$ cat config.mk
export PLATFORM = sky130hd
export DESIGN_NAME = vec_lsu
export DESIGN_NICKNAME = d
export VERILOG_FILES = /design/src/rtl/vec_lsu.sv
export SDC_FILE = /design/constraint.sdc
export NUM_CORES = 1
export LEC_CHECK = 0
export CAP_MARGIN = 20
export CELL_PAD_IN_SITES_DETAIL_PLACEMENT = 1
export CELL_PAD_IN_SITES_GLOBAL_PLACEMENT = 1
export CORE_AREA = 4 4 550 552
export CTS_BUF_LIST = sky130_fd_sc_hd__clkbuf_4
export DETAILED_ROUTE_END_ITERATION = 16
export DIE_AREA = 0 0 554 556
export PLACE_DENSITY_LB_ADDON = 0.08
export SLEW_MARGIN = 10
export SYNTH_ARGS = -nofsm -noshare
export SYNTH_HDL_FRONTEND = slang
export SYNTH_SLANG_ARGS = --single-unit
$ cat constraint.sdc
create_clock -name clk -period 21.7 [get_ports clk]
set_input_delay 3.255 -clock clk [delete_from_list [all_inputs] [get_ports clk]]
set_output_delay 3.255 -clock clk [all_outputs]
set_load 0.02 [all_outputs]
$ cat src/rtl/vec_lsu.sv
// vec_lsu: vector load/store unit; sequences VRAM reads/writes for one request at a time.
// Byte-strided access is built only when VEC_LSU_STRIDE_EN is defined; otherwise every request is unit-stride.
module vec_lsu #(
    parameter int VLEN = 256,
    parameter int SEW  = 32
) (
    input  logic            clk,
    input  logic            rst,
    input  logic            req_valid,
    output logic            req_ready,
    input  logic            req_store,
    input  logic            req_strided,
    input  logic [31:0]     req_base,
    input  logic [31:0]     req_stride,
    input  logic [VLEN-1:0] req_wdata,
    output logic            resp_valid,
    input  logic            resp_ready,
    output logic [VLEN-1:0] resp_rdata,
    output logic            vram_r_ena,
    output logic [31:0]     vram_r_addr,
    input  logic [VLEN-1:0] vram_r_data,
    output logic            vram_w_ena,
    output logic [31:0]     vram_w_addr,
    output logic [VLEN-1:0] vram_w_data,
    output logic [VLEN-1:0] vram_w_mask
);
    // state | meaning
    // IDLE  | waiting for a request, req_ready high
    // LOAD  | issuing reads and capturing returned data
    // STORE | issuing writes, one per cycle
    // RESP  | response held until resp_ready
    localparam int NELEM = VLEN / SEW;
    localparam logic [VLEN-1:0] ELEM_MASK = {{(VLEN - SEW){1'b0}}, {SEW{1'b1}}};

    typedef enum logic [1:0] {S_IDLE, S_LOAD, S_STORE, S_RESP} state_t;
    state_t state, state_nxt;

    logic [31:0]     addr_q;
    logic [VLEN-1:0] wdata_q;
    logic [VLEN-1:0] rdata_q;
    logic            rd_pend_q;
    logic [31:0]     stride_step;
    logic            strided;
    logic            more_issue;
    logic            last_issue;
    logic            last_capture;
    logic            accept;
    logic            rd_issue;
    logic            wr_issue;
    logic            capture;

`ifdef VEC_LSU_STRIDE_EN
    logic        strided_q;
    logic [31:0] stride_q;
    logic [3:0]  ic;
    logic [3:0]  cc;

    assign strided      = strided_q;
    assign stride_step  = stride_q;
    assign more_issue   = strided_q ? (ic < 4'(NELEM)) : (ic == 4'd0);
    assign last_issue   = strided_q ? (ic == 4'(NELEM - 1)) : 1'b1;
    assign last_capture = strided_q ? (cc == 4'(NELEM - 1)) : 1'b1;

    always_ff @(posedge clk or posedge rst) begin
        if (rst) begin
            strided_q <= 1'b0;
            stride_q  <= '0;
            ic        <= '0;
            cc        <= '0;
        end else if (accept) begin
            strided_q <= req_strided;
            stride_q  <= req_stride;
            ic        <= '0;
            cc        <= '0;
        end else begin
            if (rd_issue || wr_issue)
                ic <= ic + 4'd1;
            if (capture)
                cc <= cc + 4'd1;
        end
    end
`else
    logic unused_stride;
    assign unused_stride = ^{req_strided, req_stride};

    assign strided      = 1'b0;
    assign stride_step  = 32'd0;
    // one read in flight at most: rd_pend_q doubles as the "already issued" flag
    assign more_issue   = !rd_pend_q;
    assign last_issue   = 1'b1;
    assign last_capture = 1'b1;
`endif

    assign accept   = (state == S_IDLE) && req_valid;
    assign rd_issue = (state == S_LOAD) && more_issue;
    assign wr_issue = (state == S_STORE);
    assign capture  = (state == S_LOAD) && rd_pend_q;

    always_ff @(posedge clk or posedge rst) begin
        if (rst)
            state <= S_IDLE;
        else
            state <= state_nxt;
    end

    always_comb begin
        state_nxt = state;
        case (state)
            S_IDLE:  if (req_valid) state_nxt = req_store ? S_STORE : S_LOAD;
            S_LOAD:  if (capture && last_capture) state_nxt = S_RESP;
            S_STORE: if (last_issue) state_nxt = S_RESP;
            S_RESP:  if (resp_ready) state_nxt = S_IDLE;
            default: state_nxt = S_IDLE;
        endcase
    end

    // addr_q walks by the stride on every issue; store data shifts down so element i sits at the bottom
    always_ff @(posedge clk or posedge rst) begin
        if (rst) begin
            addr_q    <= '0;
            wdata_q   <= '0;
            rdata_q   <= '0;
            rd_pend_q <= 1'b0;
        end else if (accept) begin
            addr_q    <= req_base;
            wdata_q   <= req_wdata;
            rdata_q   <= '0;
            rd_pend_q <= 1'b0;
        end else begin
            rd_pend_q <= rd_issue;
            if (rd_issue || wr_issue)
                addr_q <= addr_q + stride_step;
            if (wr_issue && strided)
                wdata_q <= wdata_q >> SEW;
            if (capture)
                rdata_q <= strided ? {vram_r_data[SEW-1:0], rdata_q[VLEN-1:SEW]} : vram_r_data;
        end
    end

    assign req_ready   = (state == S_IDLE) && !rst;
    assign resp_valid  = (state == S_RESP);
    assign resp_rdata  = (state == S_RESP) ? rdata_q : '0;

    assign vram_r_ena  = rd_issue;
    assign vram_r_addr = rd_issue ? addr_q : '0;
    assign vram_w_ena  = wr_issue;
    assign vram_w_addr = wr_issue ? addr_q : '0;
    assign vram_w_data = !wr_issue ? '0 : (strided ? (wdata_q & ELEM_MASK) : wdata_q);
    assign vram_w_mask = !wr_issue ? '0 : (strided ? ELEM_MASK : '1);

endmodule
Yosys cells after proc, flatten, opt, wreduce, memory -nomap -nowiden

Cells that the tools add are included.

Register bits: 547
Input bits: 582
Output and inout bits: 836
Logic and storage cells: 34

Eq/ne operators: 6
Multiplexer cells: 14
Reductions and logical operators: 9

Operators by type and width:

| kind                 | count |
|---|---|
| $mux W256            | 5 |
| $mux W32             | 3 |
| $mux W2              | 4 |
| $pmux W2 S4          | 1 |
| $eq A2 B2 Y1 const B | 2 |
| $logic_and A1 B1 Y1  | 4 |
| $ne A2 B2 Y1 const B | 2 |
| $reduce_and A3 Y1    | 1 |
| $eq A2 B1 Y1 const B | 1 |
| $logic_not A1 Y1     | 2 |
| $logic_not A2 Y1     | 1 |
| $ne A2 B1 Y1 const B | 1 |
| $reduce_bool A2 Y1   | 1 |
| $mux W1              | 1 |

Logic depth before layout (Yosys ltp)

Gate-level depths: netlist (run 1).

Word-level depth: 4
Gate-level depth with buffers: 8
Gate-level depth less buffers: 5

Worst setup path after synthesis (run 1)

Ideal clock, no wire load.

Path kind: register to output
Start point: register state[0]
End point: output vram_w_data[100]
Data arrival time: 6.529 ns
Required time: 18.445 ns
Setup slack: 11.916 ns
Cell stages (with the launch flop): 7
Path buffers: 3
Path through: dfrtp_1 -> inv_1 -> ha_1 -> buf_2 -> clkbuf_1 -> clkbuf_1 -> and2_1

Cells in the longest elaborated chain, start to end: 2

Ends and longest elaborated chain:

| what                     | line | RTL |
|---|---|---|
| start: declaration       | 36   | `state_t state, state_nxt;` |
| start signal: assignment | 103  | `state <= state_nxt;` |
| $eq A2 B2 Y1             | 96   | `assign wr_issue = (state == S_STORE);` |
| named net vram_w_ena     | 22   | `output logic vram_w_ena,` |
| $mux W256                | 148  | `assign vram_w_data = !wr_issue ? '0 : (strided ? (wdata_q & ELEM_MASK) : wdata_q);` |
| end: declaration         | 24   | `output logic [VLEN-1:0] vram_w_data,` |

The timed path passes the listed nets, and every way through them passes these cells.

Final worst setup path (run 1)

Start point: register state[0]
End point: output vram_w_data[133]

Cells in the longest elaborated chain, start to end: 2

Ends and longest elaborated chain:

| what         | line |
|---|---|
| $eq A2 B2 Y1 | 96 |
| $mux W256    | 148 |

Every way passes these cells.

==> summary.txt, run 1 <==
Run status
  – Status: finished, final reports clean

Floorplan
  – Die Span Y: 556 um
  – Rows: 200
  – Die Area: 0.308 mm^2
  – Top-Level Pins: 1418
  – DIE WIDTH: 554 um
  – Initial Util: 8.65%
  – Core Footprint: 0.297 mm^2

Hold path
  – Hold Path Sink: wdata_q[211]$_DFFE_PP0P_
  – Hold path cells: 1
  – Hold_sp: wdata_q[211]$_DFFE_PP0P_
  – Type of the worst min-delay path: flop to flop

Setup path
  – Flop2flop setup slack: 17.58 ns
  – Crit path max fanout: 114
  – Worst path max stage delay: 0.82 ns
  – WP data arrival: 5.46 ns
  – WS Path Type: flop to primary output
  – Worst R2R Path Depth: 8
  – Worst path cell trace: inv_1 > ha_4 > buf_4 > buf_4 > buf_4 > and2_1 > clkdlybuf4s50_1
  – R2r endpoint: rdata_q[199]$_DFFE_PP0P_
  – CP required: 18.45 ns
  – Setup crit start kind: flop
  – Worst r2r src: state[0]$_DFFE_PP0P_
  – Slowest cell on crit path: buf_4
  – Most used cell, CP: buf_4
  – Beginning of the critical path: state[0]$_DFFE_PP0P_
  – Critical Path Sink Type: primary output

Global routing
  – GRT Total Usage: 10.2%
  – Met3 Use GR: 8.24%
  – First-pass GRT wire length: 218000 um
  – Initial antenna violation count: 141
  – Most Crowded Layer GR: met2
  – GR Util met1: 9.39%
  – Grt ovf: 0
  – Largest net degree at the start of global routing: 252
  – Met2 GRT Util: 16.7%
  – Vias in the first global route: 23800

CTS
  – CTS Sinks: 547
  – Latest clock arrival within the worst-skew pair: 1.23 ns
  – H-Tree Depth: 4
  – CTS hold repair buffers: 0
  – Post CTS Setup Buffer Count: 0
  – Post-cts resize count: 0
  – CTS buffer count: 208
  – Clk buf depth: 4
  – Root Buffer: clkbuf_4
  – CTS tree: built
  – Worst-path clk slew: 0.06 ns

Placement
  – Placer Congestion: 0.693
  – Placed inst area: 0.0420 mm^2
  – DP HPWL: 121000 um
  – Port bufs: 1384

Yosys
  – Area leader, netlist: dfrtp_1
  – Yosys cell types: 18
  – Avg Cell Area, Syn: 12.2 um^2
  – Syn Nets: 2687
  – Synth Warn #: 0
  – Post-synthesis cell area: 0.0257 mm^2
  – Synth top area share: 53.3%
  – Post-synthesis register bit count: 547
  – Syn Inst Count: 2100
  – Sequential area share after synthesis: 53.3%
  – Top post-synthesis cells by area: dfrtp_1 (53%), and2_1 (14%), mux2_2 (13%)

Power
  – Leakage: 17.3 nW
  – Overall Power: 6.23 mW
  – Power density cells: 140 mW/mm^2
  – Worst vdd ir: 0.0708 mV

STA
  – Final Hold Fails: 0
  – Slew headroom: 21.0%
  – Max-slew violations: 0
  – Shortest period the worst path allows: 8.72 ns
  – Fmax: 0.115 GHz
  – RSZ-0062 raised after global routing: false
  – Worst Max-Slew Pin Slew: 1.19 ns
  – Setup TNS: 0 ns
  – Final setup fails: 0
  – Final worst-path cycle share: 40.2%
  – Layout Skew: 0.0755 ns

Drt
  – DRT Wirelength: 164000 um
  – Wire per inst: 22.1 um
  – Routed Antenna Nets: 0
  – Drt drc: 0
  – Initial DRT Pass Iterations: 4
  – Vias/cell: 2.91
  – Via count: 21600
  – DR iter-0 viols: 651

Finish
  – Fin nets: 3897
  – Final Cell Area: 0.0446 mm^2
  – Area grow syn2layout: 73.7%
  – Util after Layout: 15.0%
  – Layout cells sized above 1: 18.6%

Run
  – Max-Cap Viols: 0
## worst max-delay path by stage
stage	to	slack [ns]
after floorplan	addr_q[0]$_DFFE_PP0P_	3.15
after global placement	vram_w_data[133]	13.84
after detailed placement	vram_w_data[133]	13.84
after CTS	vram_w_data[133]	12.37
after global routing	vram_w_data[133]	12.06
final	vram_w_data[133]	12.98
## where the power goes
part	internal (mW)	switching, mW
clock network	0.644	0.602
registers	1.48	0.242
logic	1.53	1.73
## logic make-up after synthesis
family | count (synthesis) | synth area share (%)
and+or+nand+nor | 585 | 14.2
muxes | 290 | 12.7
AOI/OAI and AO/OA | 259 | 8.82
DFF | 547 | 53.3
buffers and inverters | 414 | 10.6
adders and majority gates | 5 | 0.244
## placed cells by master (no fill, tap or decap)
cell / n
a21oi_4: 1
a221oi_1: 1
a22o_1: 256
and2_1: 577
and2_4: 1
and3_4: 1
buf_12: 6
buf_4: 18
bufinv_16: 1
clkbuf_4: 308
clkdlybuf4s50_1: 1384
clkinv_1: 13
clkinv_4: 1
clkinvlp_4: 1
dfrtp_1: 547
diode_2: 40
ha_1: 3
ha_4: 2
inv_1: 5
inv_2: 4
inv_6: 2
inv_8: 1
mux2_2: 290
nand2_1: 3
nand2b_1: 1
nor2b_1: 1
nor2b_4: 1
o21ai_0: 1
## layout make-up
cell class	instances	area (um^2)
Antenna cell	40	100
Clock buffer	308	2310
Clock inverter	22	128
Fill cell	34100	252000
Inverter	6	30.0
Multi-Input combinational cell	1139	9290
Sequential cell	547	13700
Tap cell	3939	4930
Timing Repair Buffer	1408	14100
## stage by stage
stage	hold WS, ns	setup WS (ns)	instances
after global placement	0.481	13.84	7039
after detailed placement	0.483	13.84	7039
after floorplan	0.464	3.15	2100
after CTS	0.501	12.37	7369
final	0.493	12.98	7409
after global routing	0.508	12.06	7387
## cells in the mapped netlist (all sizes together)
cell and number:
a21oi 1, a221oi 1, a22o 256, and2 578, and3 1, buf 345, clkbuf 63, dfrtp 547
ha 5, inv 6, mux2 290, nand2 3, nand2b 1, nor2b 2, o21ai 1
## sequential cells by signal (all words and copies together) (netlist names)
signal     cells
addr_q        32
wdata_q      256
rdata_q      256
rd_pend_q      1
state          2
## routing by layer
layer  vias up  share of wire [%]
li1       9408                  -
met1     10400                 33
met2      1187                 47
met3       443                 17
met4       142                3.2
met5         -               0.57
## worst max-delay path, delay by kind of cell, from the launching register on
kind,cells,cell delay (ns)
buffers and inverters,5,2.89
adders and majority gates,1,0.60
DFF,1,0.43
and+or+nand+nor,1,0.22
No activity file was read; power rests on OpenSTA's default activity.
==> run 2, diff against run 1 <==
--- a/config.mk
+++ b/config.mk
@@ -8,10 +8,10 @@
 export CAP_MARGIN = 20
 export CELL_PAD_IN_SITES_DETAIL_PLACEMENT = 1
 export CELL_PAD_IN_SITES_GLOBAL_PLACEMENT = 1
-export CORE_AREA = 4 4 550 552
+export CORE_AREA = 4 4 546 548
 export CTS_BUF_LIST = sky130_fd_sc_hd__clkbuf_4
 export DETAILED_ROUTE_END_ITERATION = 16
-export DIE_AREA = 0 0 554 556
+export DIE_AREA = 0 0 550 552
 export PLACE_DENSITY_LB_ADDON = 0.08
 export SLEW_MARGIN = 10
 export SYNTH_ARGS = -nofsm -noshare
==> constraint.sdc (replaced) <==
create_clock -name clk -period 7.2 [get_ports clk]
set_input_delay 1.08 -clock clk [delete_from_list [all_inputs] [get_ports clk]]
set_output_delay 1.08 -clock clk [all_outputs]
set_load 0.02 [all_outputs]
==> summary.txt, run 2 (same netlist as run 1, synthesis figures left out) <==
STA
  – Max-slew violations: 0
  – Final worst-path cycle share: 72.5%
  – Final Hold Fails: 0
  – Hold WS: 0.351 ns
  – Fmax: 0.192 GHz
  – Worst Max-Slew Pin Slew: 1.13 ns
  – Slew headroom: 25.0%
  – RSZ-0062 raised after global routing: false
  – Layout Skew: 0.0854 ns
  – Final setup fails: 0
  – Shortest period the worst path allows: 5.22 ns

Global routing
  – Largest net degree at the start of global routing: 186
  – Vias in the first global route: 23700
  – Initial antenna violation count: 127
  – Grt ovf: 0
  – First-pass GRT wire length: 213000 um
  – GRT Total Usage: 10.1%

CTS
  – CTS Sinks: 547
  – CTS tree: built
  – Worst-path clk slew: 0.06 ns
  – Post-cts resize count: 0
  – Latest clock arrival within the worst-skew pair: 1.22 ns
  – Clk buf depth: 4
  – Root Buffer: clkbuf_4
  – CTS hold repair buffers: 0
  – Post CTS Setup Buffer Count: 0
  – H-Tree Depth: 4
  – CTS buffer count: 208

Finish
  – Post-route insts no fill: 7418
  – Top flop regs: rdata_q x256, wdata_q x256, addr_q x32
  – Most common cell after layout, fill and taps aside: clkdlybuf4s50_1
  – Util after Layout: 15.3%
  – Fin nets: 3897
  – Multi-input gate area in the final layout: 0.00929 mm^2
  – Area grow syn2layout: 74.8%
  – Commonest non-fill, non-tap cells in the layout: clkdlybuf4s50_1 (1384), and2_1 (577), dfrtp_1 (547), clkbuf_4 (324), mux2_2 (290)
  – Layout fillers: 33600
  – Seq. cell area: 0.0137 mm^2
  – Final Cell Area: 0.0449 mm^2
  – Layout cells sized above 1: 18.9%

Setup path
  – Setup crit start kind: flop
  – CP required: 6.12 ns
  – Critical Path Sink Type: primary output
  – Worst r2r src: state[0]$_DFFE_PP0P_
  – Beginning of the critical path: state[1]$_DFFE_PP0P_
  – Crit path max fanout: 82
  – WS Path Type: flop to primary output
  – WP data arrival: 4.14 ns

Power
  – Power density cells: 423 mW/mm^2
  – Worst vdd ir: 0.260 mV
  – Leakage: 17.5 nW

Drt
  – Wire per inst: 21.6 um
  – DR iter-0 viols: 586
  – Initial DRT Pass Iterations: 4
  – Vias/cell: 2.90
  – DRT Wirelength: 160000 um
  – Drt drc: 0
  – Routed Antenna Nets: 0
  – Via count: 21500

Placement
  – DP HPWL: 116000 um
  – Placed inst area: 0.0421 mm^2
  – Dpl cells: 7019
  – Placer Congestion: 0.686
  – Port bufs: 1384

Floorplan
  – Top-Level Pins: 1418
  – Core Footprint: 0.293 mm^2
  – Rows: 199
  – Initial Util: 8.76%
  – DIE WIDTH: 550 um
  – Die Area: 0.304 mm^2
  – Die Span Y: 552 um

Run status
  – Status: finished, final reports clean

Run
  – Max-Cap Viols: 0

Hold path
  – Type of the worst min-delay path: input port to asynchronous set/reset pin
==> run 2: cell count changes in the layout (fill, tap and decap cells not counted) <==
cell / change
bufinv_16: +2
clkinvlp_4: +1
buf_12: +6
buf_4: -6
clkbuf_4: +16
inv_2: -3
inv_8: -1
clkinv_1: +10
clkinv_4: +2
diode_2: +4
inv_6: -2
==> run 2: cell type report <==
type,instances,area share [%]
timing repair buffer,1408,31.6
sequential,547,30.5
antenna,44,0.245
inverter,6,0.0586
multi-input combinational,1139,20.7
clock inverter,31,0.477
clock buffer,324,5.42
tap,3919,10.9
==> run 2: path summary, 6_finish.rpt <==
check,to,slack (ns),depth (start not counted)
max,resp_rdata[114],1.98,5
min,rdata_q[255]$_DFFE_PP0P_,0.35,2
max reg2reg,wdata_q[115]$_DFFE_PP0P_,3.48,6
min reg2reg,rdata_q[5]$_DFFE_PP0P_,0.49,1
max in group asynchronous,wdata_q[77]$_DFFE_PP0P_,5.16,4
min in group clk,rdata_q[108]$_DFFE_PP0P_,0.46,2
==> run 2: worst max-delay path, cell delays in order, from the launching register on <==
cell and delay, ns:
dfrtp_1 0.45, ha_4 0.77, buf_12 0.39, buf_4 0.40
and2_1 0.18, clkdlybuf4s50_1 0.69
==> run 2: layer usage <==
metal | wire length, um | track usage [%] | part of all wire [%]
met5 | 767 | 0 | 0.48
met4 | 4460 | 2.86 | 2.8
met3 | 24700 | 7.38 | 15
met2 | 75600 | 17.0 | 47
met1 | 54500 | 9.69 | 34
==> run 2: stage by stage <==
step | total power [mW] | TNS [ns] | worst slack (ns)
3_5_place_dp | 15.5 | 0 | 2.57
6_report | 19.0 | 0 | 1.98
5_1_grt | 20.4 | 0 | 1.37
4_1_cts | 19.8 | 0 | 1.43
3_3_place_gp | 15.5 | 0 | 2.57
2_1_floorplan | 11.3 | -723.07 | -1.32
==> run 2: power by group <==
part / switching (mW) / total (mW) / internal [mW]
Combinational: 5.21 / 9.84 / 4.64
Clock: 1.84 / 3.96 / 2.11
Sequential: 0.700 / 5.15 / 4.45
==> run 3, diff against run 2 <==
--- a/config.mk
+++ b/config.mk
@@ -8,10 +8,10 @@
 export CAP_MARGIN = 20
 export CELL_PAD_IN_SITES_DETAIL_PLACEMENT = 1
 export CELL_PAD_IN_SITES_GLOBAL_PLACEMENT = 1
-export CORE_AREA = 4 4 546 548
+export CORE_AREA = 4 4 550 552
 export CTS_BUF_LIST = sky130_fd_sc_hd__clkbuf_4
 export DETAILED_ROUTE_END_ITERATION = 16
-export DIE_AREA = 0 0 550 552
+export DIE_AREA = 0 0 554 556
 export PLACE_DENSITY_LB_ADDON = 0.08
 export SLEW_MARGIN = 10
 export SYNTH_ARGS = -nofsm -noshare
==> constraint.sdc (replaced) <==
create_clock -name clk -period 5.2 [get_ports clk]
set_input_delay 0.78 -clock clk [delete_from_list [all_inputs] [get_ports clk]]
set_output_delay 0.78 -clock clk [all_outputs]
set_load 0.02 [all_outputs]
==> summary.txt, run 3 (same netlist as run 1, synthesis figures left out) <==
Finish
  – Layout cells sized above 1: 17.0%
  – Top flop regs: rdata_q x256, wdata_q x256, addr_q x32
  – Area grow syn2layout: 92.6%
  – Commonest non-fill, non-tap cells in the layout: clkdlybuf4s50_1 (1384), and2_1 (577), dfrtp_1 (547), dlygate4sd3_1 (437), clkbuf_4 (309)
  – Util after Layout: 16.7%
  – Most common cell after layout, fill and taps aside: clkdlybuf4s50_1
  – Final Cell Area: 0.0494 mm^2
  – Fin nets: 4357

STA
  – Shortest period the worst path allows: 4.57 ns
  – Slew headroom: 41.1%
  – Final Hold Fails: 0
  – Final setup fails: 0
  – Max-slew violations: 0
  – Worst Max-Slew Pin Slew: 0.884 ns
  – Final worst-path cycle share: 87.9%
  – RSZ-0062 raised after global routing: false
  – Fmax: 0.219 GHz
  – Layout Skew: 0.105 ns

Drt
  – Drt drc: 0
  – Vias/cell: 2.93
  – DR iter-0 viols: 630
  – Wire per inst: 21.1 um
  – Initial DRT Pass Iterations: 4
  – Via count: 23200
  – DRT Wirelength: 167000 um
  – Routed Antenna Nets: 0

Global routing
  – Largest net degree at the start of global routing: 152
  – Initial antenna violation count: 111
  – GRT Total Usage: 10.4%
  – Grt ovf: 0
  – First-pass GRT wire length: 226000 um
  – Vias in the first global route: 25900

Floorplan
  – Initial Util: 8.65%
  – Rows: 200
  – DIE WIDTH: 554 um
  – Die Span Y: 556 um
  – Core Footprint: 0.297 mm^2
  – Die Area: 0.308 mm^2
  – Top-Level Pins: 1418

Setup path
  – WS Path Type: flop to primary output
  – Worst path max stage delay: 0.65 ns
  – CP required: 4.42 ns
  – Slowest cell on crit path: nor2b_4
  – Critical Path Sink Type: primary output
  – Setup crit start kind: flop
  – Crit path max fanout: 19
  – Worst path cell trace: inv_1 > ha_1 > nor2b_4 > buf_4 > and2_1 > clkdlybuf4s50_1
  – WP data arrival: 3.79 ns

Placement
  – Placer Congestion: 0.697
  – Placed inst area: 0.0423 mm^2
  – DP HPWL: 125000 um
  – Port bufs: 1384

CTS
  – CTS buffer count: 208
  – H-Tree Depth: 4
  – Clk buf depth: 4
  – Worst-path clk slew: 0.06 ns
  – CTS tree: built
  – Root Buffer: clkbuf_4
  – CTS Sinks: 547
  – Post-cts resize count: 0
  – Latest clock arrival within the worst-skew pair: 1.20 ns

Power
  – Worst vdd ir: 0.258 mV
  – Leakage: 19.4 nW
  – Power density cells: 540 mW/mm^2
  – Overall Power: 26.7 mW

Hold path
  – Type of the worst min-delay path: input port to flop

Run status
  – Status: finished, final reports clean

Run
  – Max-Cap Viols: 0
## run 3: changes by cell type in the layout (fill, tap and decap cells not counted), moves of 2 or more
| cell | previous run | this run |
|---|---|---|
| clkbuf_4 | 324 | 309 |
| buf_12 | 12 | 16 |
| inv_8 | 0 | 2 |
| dlygate4sd3_1 | 0 | 437 |
| diode_2 | 44 | 62 |
| clkinv_4 | 3 | 1 |
| clkinv_1 | 23 | 21 |
| buf_4 | 12 | 31 |
## run 3: where the power goes
part           internal (mW)  leakage, nW  switching, mW
combinational           6.73         10.9           7.42
sequential              6.17         6.92           1.03
clock                   2.81         1.53           2.54
## run 3: path summary, 6_finish.rpt
kind / from / end / slack, ns / depth (start not counted)
worst min-delay path: vram_r_data[209] / rdata_q[209]$_DFFE_PP0P_ / 0.30 / 2
max in group asynchronous: rst / wdata_q[63]$_DFFE_PP0P_ / 2.97 / 5
worst max-delay path: state[1]$_DFFE_PP0P_ / vram_r_addr[24] / 0.63 / 6
worst min register to register: wdata_q[36]$_DFFE_PP0P_ / wdata_q[36]$_DFFE_PP0P_ / 0.49 / 1
worst max register to register: state[0]$_DFFE_PP0P_ / wdata_q[215]$_DFFE_PP0P_ / 2.23 / 5
min in group asynchronous: rst / state[1]$_DFFE_PP0P_ / 0.87 / 3
## run 3: timing repair
item | 4_1_cts | 5_1_grt
hold endpoints to repair | 437 | 0
setup buffers | 0 | 0
hold buffers | 437 | 0
## run 3: critical path: cells and delay by family, from the launching register on
kind                       cells  cell delay [ns]
DFF                            1             0.45
and+or+nand+nor                2             0.80
adders and majority gates      1             0.27
buffers and inverters          3             1.12
## run 3: layout make-up
cell class                 instances  area [um^2]
multi-input combinational       1139         9290
timing repair buffer            1868        18800
sequential                       547        13700
antenna                           62          155
tap                             3939         4930
inverter                           6         26.3
clock buffer                     309         2320
fill                           34100       247000
clock inverter                    32          231
## run 3: stage by stage
stage | TNS (ns) | instances | setup WS (ns) | hold slack [ns]
2_1_floorplan | -1652.97 | 2100 | -3.02 | 0.464
3_3_place_gp | 0 | 7062 | 1.54 | 0.479
3_5_place_dp | 0 | 7062 | 1.54 | 0.483
4_1_cts | 0 | 7840 | 0.102 | 0.00139
5_1_grt | 0 | 7882 | 0.0943 | 0.0871
6_report | 0 | 7902 | 0.629 | 0.296
## run 3: routing by layer
| layer | part of all wire, % | track usage, % |
|---|---|---|
| met1 | 37 | 11.0 |
| met2 | 47 | 17.1 |
| met3 | 12 | 5.84 |
| met4 | 3.5 | 4.00 |
| met5 | 0.20 | 0 |
